--- config.mk ---
export PLATFORM = sky130hd
export DESIGN_NAME = fetch_sequencer_flat
export DESIGN_NICKNAME = d
export VERILOG_FILES = /design/src/rtl/fetch_sequencer_if.sv /design/src/rtl/fetch_sequencer.sv /design/src/flat_wrapper.sv
export SDC_FILE = /design/constraint.sdc
export NUM_CORES = 1
export LEC_CHECK = 0
export ABC_AREA = 1
export CORE_MARGIN = 10
export CORE_UTILIZATION = 41
export DETAILED_ROUTE_END_ITERATION = 16
export PLACE_DENSITY = 0.88
export SLEW_MARGIN = 20
export SYNTH_ARGS = -nofsm -noshare
export SYNTH_HDL_FRONTEND = slang
export SYNTH_SLANG_ARGS = --single-unit
--- constraint.sdc ---
create_clock -name clk -period 2.7 [get_ports clk]
set_clock_uncertainty 0.15 [all_clocks]
set_input_delay 0.405 -clock clk [delete_from_list [all_inputs] [get_ports clk]]
set_output_delay 0.405 -clock clk [all_outputs]
set_load 0.02 [all_outputs]
--- src/rtl/fetch_sequencer_if.sv ---
// Fetch sequencer bus bundle: PC feedback, instruction-memory read port,
// decode handshake and branch redirect. The master side is the sequencer;
// the slave side is the surrounding core (PC register, memory, decode).
interface fetch_sequencer_if #(
    parameter int DATA_WIDTH  = 8,
    parameter int INSTR_WIDTH = 16
);
    // Program counter loop
    logic [DATA_WIDTH-1:0]  pc_cur;
    logic [DATA_WIDTH-1:0]  pc_next;

    // Instruction memory read port
    logic                   fetch_en;
    logic                   mem_req;
    logic [DATA_WIDTH-1:0]  mem_addr;
    logic                   mem_rvalid;
    logic [INSTR_WIDTH-1:0] mem_rdata;

    // Decode handshake
    logic                   instr_valid;
    logic [INSTR_WIDTH-1:0] instr;
    logic [DATA_WIDTH-1:0]  instr_pc;
    logic                   instr_ready;

    // Branch redirect
    logic                   redirect;
    logic [DATA_WIDTH-1:0]  redirect_pc;

    modport master (
        input  pc_cur, fetch_en, mem_rvalid, mem_rdata, instr_ready,
               redirect, redirect_pc,
        output pc_next, mem_req, mem_addr, instr_valid, instr, instr_pc
    );

    modport slave (
        output pc_cur, fetch_en, mem_rvalid, mem_rdata, instr_ready,
               redirect, redirect_pc,
        input  pc_next, mem_req, mem_addr, instr_valid, instr, instr_pc
    );
endinterface

--- src/rtl/fetch_sequencer.sv ---
// Instruction-fetch sequencer. Drives the next PC back into the program
// counter every cycle (the PC has no enable, so "hold" is pc_next = pc_cur),
// issues one outstanding instruction-memory read at a time, buffers the
// returned word for decode and handles branch redirects, including dropping
// the response of a fetch that was in flight when the redirect arrived.
// Optional build macro FETCH_STALL_CNT_EN adds stall_cnt_o, a saturating
// count of cycles in which decode refused a valid instruction.
module fetch_sequencer #(
    parameter int DATA_WIDTH  = 8,
    parameter int INSTR_WIDTH = 16
) (
    input  logic                clk,
    input  logic                rst,
    fetch_sequencer_if.master   bus
`ifdef FETCH_STALL_CNT_EN
    ,
    output logic [15:0]         stall_cnt_o
`endif
);

    // ISSUE: may send a request. WAIT: request outstanding, response wanted.
    // HOLD: instruction buffered for decode. DRAIN: request outstanding but
    // its response belongs to a discarded fetch (this state is the discard flag).
    localparam logic [1:0] ISSUE = 2'd0;
    localparam logic [1:0] WAIT  = 2'd1;
    localparam logic [1:0] HOLD  = 2'd2;
    localparam logic [1:0] DRAIN = 2'd3;

    logic [1:0]             state_q;
    logic [1:0]             state_d;
    logic                   valid_q;
    logic [INSTR_WIDTH-1:0] instr_q;
    logic [DATA_WIDTH-1:0]  instr_pc_q;
    logic [DATA_WIDTH-1:0]  pc_next_d;
    logic                   mem_req_d;
    logic                   capture;

    // Next-state, next-PC and request decode; redirect outranks every other event
    always_comb begin
        state_d   = state_q;
        pc_next_d = bus.pc_cur;
        mem_req_d = 1'b0;
        capture   = 1'b0;
        case (state_q)
            ISSUE: begin
                if (bus.redirect) begin
                    pc_next_d = bus.redirect_pc;
                end else if (bus.fetch_en) begin
                    mem_req_d = 1'b1;
                    state_d   = WAIT;
                end
            end
            WAIT: begin
                if (bus.redirect) begin
                    pc_next_d = bus.redirect_pc;
                    state_d   = bus.mem_rvalid ? ISSUE : DRAIN;
                end else if (bus.mem_rvalid) begin
                    capture   = 1'b1;
                    pc_next_d = bus.pc_cur + DATA_WIDTH'(1);
                    state_d   = HOLD;
                end
            end
            HOLD: begin
                if (bus.redirect) begin
                    pc_next_d = bus.redirect_pc;
                    state_d   = ISSUE;
                end else if (valid_q && bus.instr_ready) begin
                    state_d   = ISSUE;
                end
            end
            DRAIN: begin
                if (bus.redirect) begin
                    pc_next_d = bus.redirect_pc;
                end
                if (bus.mem_rvalid) begin
                    state_d   = ISSUE;
                end
            end
            default: begin
                state_d = ISSUE;
            end
        endcase
    end

    // While reset is held the PC is pinned to zero and no request may leave
    assign bus.pc_next     = rst ? '0 : pc_next_d;
    assign bus.mem_req     = ~rst & mem_req_d;
    assign bus.mem_addr    = bus.pc_cur;
    assign bus.instr_valid = valid_q;
    assign bus.instr       = instr_q;
    assign bus.instr_pc    = instr_pc_q;

    // Sequencer state register
    always_ff @(posedge clk or posedge rst) begin
        if (rst) begin
            state_q <= ISSUE;
        end else begin
            state_q <= state_d;
        end
    end

    // Decode buffer: valid exactly while holding, payload loaded on an accepted response
    always_ff @(posedge clk or posedge rst) begin
        if (rst) begin
            valid_q    <= 1'b0;
            instr_q    <= '0;
            instr_pc_q <= '0;
        end else begin
            valid_q <= (state_d == HOLD);
            if (capture) begin
                instr_q    <= bus.mem_rdata;
                instr_pc_q <= bus.pc_cur;
            end
        end
    end

`ifdef FETCH_STALL_CNT_EN
    logic [15:0] stall_cnt_q;

    // Decode backpressure counter, saturating and restarted by each redirect
    always_ff @(posedge clk or posedge rst) begin
        if (rst) begin
            stall_cnt_q <= '0;
        end else if (bus.redirect) begin
            stall_cnt_q <= '0;
        end else if (valid_q && !bus.instr_ready && (stall_cnt_q != 16'hFFFF)) begin
            stall_cnt_q <= stall_cnt_q + 16'd1;
        end
    end

    assign stall_cnt_o = stall_cnt_q;
`endif

endmodule

--- src/flat_wrapper.sv ---
// flat-port wrapper written by rule: the top's interface ports become plain ports
module fetch_sequencer_flat 
#(
    parameter int DATA_WIDTH  = 8,
    parameter int INSTR_WIDTH = 16
)
  (clk, rst, bus_pc_cur, bus_fetch_en, bus_mem_rvalid, bus_mem_rdata, bus_instr_ready, bus_redirect, bus_redirect_pc, bus_pc_next, bus_mem_req, bus_mem_addr, bus_instr_valid, bus_instr, bus_instr_pc);
  fetch_sequencer_if #(.DATA_WIDTH(DATA_WIDTH), .INSTR_WIDTH(INSTR_WIDTH)) bus_i ();
  input  logic clk;
  input  logic rst;
  input wire logic [$bits(bus_i.pc_cur)-1:0] bus_pc_cur;
  input wire logic [$bits(bus_i.fetch_en)-1:0] bus_fetch_en;
  input wire logic [$bits(bus_i.mem_rvalid)-1:0] bus_mem_rvalid;
  input wire logic [$bits(bus_i.mem_rdata)-1:0] bus_mem_rdata;
  input wire logic [$bits(bus_i.instr_ready)-1:0] bus_instr_ready;
  input wire logic [$bits(bus_i.redirect)-1:0] bus_redirect;
  input wire logic [$bits(bus_i.redirect_pc)-1:0] bus_redirect_pc;
  output wire logic [$bits(bus_i.pc_next)-1:0] bus_pc_next;
  output wire logic [$bits(bus_i.mem_req)-1:0] bus_mem_req;
  output wire logic [$bits(bus_i.mem_addr)-1:0] bus_mem_addr;
  output wire logic [$bits(bus_i.instr_valid)-1:0] bus_instr_valid;
  output wire logic [$bits(bus_i.instr)-1:0] bus_instr;
  output wire logic [$bits(bus_i.instr_pc)-1:0] bus_instr_pc;
  assign bus_i.pc_cur = bus_pc_cur;
  assign bus_i.fetch_en = bus_fetch_en;
  assign bus_i.mem_rvalid = bus_mem_rvalid;
  assign bus_i.mem_rdata = bus_mem_rdata;
  assign bus_i.instr_ready = bus_instr_ready;
  assign bus_i.redirect = bus_redirect;
  assign bus_i.redirect_pc = bus_redirect_pc;
  assign bus_pc_next = bus_i.pc_next;
  assign bus_mem_req = bus_i.mem_req;
  assign bus_mem_addr = bus_i.mem_addr;
  assign bus_instr_valid = bus_i.instr_valid;
  assign bus_instr = bus_i.instr;
  assign bus_instr_pc = bus_i.instr_pc;
  fetch_sequencer #(.DATA_WIDTH(DATA_WIDTH), .INSTR_WIDTH(INSTR_WIDTH)) u_core (.clk(clk), .rst(rst), .bus(bus_i));
endmodule
==> metrics.md <==
| Metric | Value |
|---|---|
| First-pass GRT wire length | 7.29 mm |
| Post-CTS Hold Fix Bufs | 0 |
| Worst skew pair latency | 310 ps |
| Unrepaired setup endpoints after global routing | no |
| Syn Area/Cell | 7.19 µm² |
| CP startpoint kind | primary input |
| Layout Utilization | 68.7% |
| Final wirelength | 4.34 mm |
| Layout area overhead | 59.6% |
| Starting Density | 43.0% |
| Post-synthesis cell count | 203 |
| Simple-gate portion of the synthesized area | 32.8% |
| Post-DR wirelength/cell | 13.2 µm |
| Synthesized area | 0.00146 mm² |
| Final Cycle Share | 93.3% |
| Core ar. | 0.00339 mm² |
| Worst-case vdd ir drop | 531 µV |
| Number of global-route vias before repair | 1587 |
| Grt ovf | 0 |
| Cell Pwr Density | 771 mW/mm² |
| Layout Cells excl Fill | 328 |
| Die height | 79.7 µm |
| FP Rows | 21 |
| FILL cells | 286 |
| Register Area | 676 µm² |
| Synth cell types | 19 |
| DR vias | 1531 |
| Layout cells sized above 1 | 7.09% |
| CTS Buffer Depth | 2 |
| Sink Count | 27 |
| Required @ worst endpoint | 2140 ps |
| Final Hold Vio Count | 0 |
| # H-tree levels | 1 |
| Ant diodes | 0 |
| DR pass1 iterations | 4 |
| Remaining DRCs | 0 |
| Setup crit end kind | output port |
| Worst-margin pin slew | 335 ps |
| Yosys reg bits | 27 |
| Synth Area in Adders | 0.858% |
| Largest family of logic cells by synthesized area | simple AND/OR/NAND/NOR gates |
| Synth Area in Compound Gates | 7.72% |
| All-Layer GR Usage | 14.0% |
| Power Total | 1.80 mW |
| Initial antenna violation count | 0 |
| Post-DRT Antenna Nets | 0 |
| Leak pwr | 1.23 nW |
| Critical Path AT | 1960 ps |
| IO Count | 80 |
| Tmin final | 2520 ps |
| Max Slew Vio Count | 0 |
| Clk root buf | clkbuf_4 |
| Largest net degree at the start of global routing | 33 |
| Via density per instance | 4.67 |
| Register area share after synthesis | 46.3% |
| Final setup vio count | 0 |
| Die ar. | 0.00634 mm² |
| Final nets | 322 |
| Leading cell types in the layout, fill and taps excluded | nand2_1, clkdlybuf4s50_1, dfrtp_1 |
| Xor/xnor share of the synthesized area | 0% |
| Clk slew on worst S/H paths | 130 ps |
| HPWL after detailed placement | 3.56 mm |
| Place WS | -97.0 ps |
| MaxCap Viol Count | 0 |
| Hold slack | 342 ps |
| Commonest non-fill, non-tap cell in the layout | nand2_1 |
| First-iteration detailed-routing DRC count | 88 |
| Ys Warns | 0 |
| CTS tree | done |
| Post-synthesis mux area share | 0% |
| Hold crit path type | reg2reg |
| Postcts setup bufs | 0 |
| Syn_nets | 242 |
| Placed Cells incl. Taps | 324 |
| Maximum clock frequency | 0.397 GHz |
| Crit path max fanout | 3 |
| Max_slew headroom | 77.6% |
| CP Class | in2out |
| Total CTS buffers | 3 |
| GP Congestion | 0.826 |
| Final worst slack | 182 ps |
| Port Buffers | 79 |
| Die W | 79.7 µm |
| Outcome | finished clean |
| Area occupied by multi-input gates | 608 µm² |
| Post_cts resized | 4 |
-- final cells by class --
type / count / share of cell area [%]
timing repair buffer: 88 / 37.3
sequential: 27 / 29.0
multi-input combinational: 140 / 26.1
inverter: 23 / 3.92
tap: 46 / 2.47
clock buffer: 4 / 1.13
-- sequential cells by signal, summed over array words and instances, names as in the netlist --
register and flops:
u_core.bus.instr 16, u_core.bus.instr_pc 8, u_core.state_q 2, u_core.bus.instr_valid 1
-- where the power goes --
group	internal (mW)	switching, mW	total (mW)
Clock	0.0579	0.111	0.169
Sequential	0.578	0.0919	0.670
Combinational	0.461	0.495	0.956
-- routing by layer --
| layer | global-route usage, % | routed length [µm] | vias to the layer above | part of all wire (%) |
|---|---|---|---|---|
| met1 | 15.2 | 1710 | 684 | 39 |
| met4 | 6.09 | 107 | 0 | 2.5 |
| li1 | - | - | 779 | - |
| met5 | 0 | 0 | - | 0 |
| met2 | 24.2 | 2160 | 57 | 50 |
| met3 | 4.73 | 362 | 11 | 8.3 |
-- logic make-up after synthesis --
logic type	after synthesis
compound gates	22
fa+ha+maj	1
buf+inv	36
flops	27
simple gates	117
-- cell usage after synthesis, drive strengths merged --
master  number  area [µm²]
nor2        16        72.6
nand3       14        70.1
nor3         3        15.0
o21ai       17        85.1
a31oi        2        12.5
ha           1        12.5
buf         13        91.3
nand2       84         320
inv         23        88.8
a21oi        3        15.0
dfrtp       27         676
-- final timing paths --
path                       depth (start not counted)  slack [ps]                              from                                 end
setup / recovery                                  10         180                     bus_pc_cur[0]                      bus_pc_next[6]
hold / removal                                     2         340  u_core.bus.instr[14]$_DFFE_PP0P_    u_core.bus.instr[14]$_DFFE_PP0P_
setup reg to reg                                   8        1090       u_core.state_q[1]$_DFF_PP0_    u_core.bus.instr[11]$_DFFE_PP0P_
hold reg to reg                                    2         340  u_core.bus.instr[14]$_DFFE_PP0P_    u_core.bus.instr[14]$_DFFE_PP0P_
max in group asynchronous                          3        1760                               rst  u_core.bus.instr_pc[2]$_DFFE_PP0P_
min in group asynchronous                          3         370                               rst  u_core.bus.instr_pc[5]$_DFFE_PP0P_
-- critical path, stage by stage --
cell             delay [ps]
clkdlybuf4s50_1         510
ha_1                    180
nand2_1                  80
nor2_1                  180
nand2_1                  80
nand2_1                  60
nand3_1                  60
nand2_1                  60
inv_1                    30
dlygate4sd2_1           310
-- metrics by stage --
stage / setup TNS, ps / cell area [µm²]
after detailed placement: -366 / 2280
final: 0 / 2330
after floorplan: 0 / 1460
after global routing: 0 / 2330
after global placement: -225 / 2280
after CTS: 0 / 2310
Power figures use the tool's default switching activity.
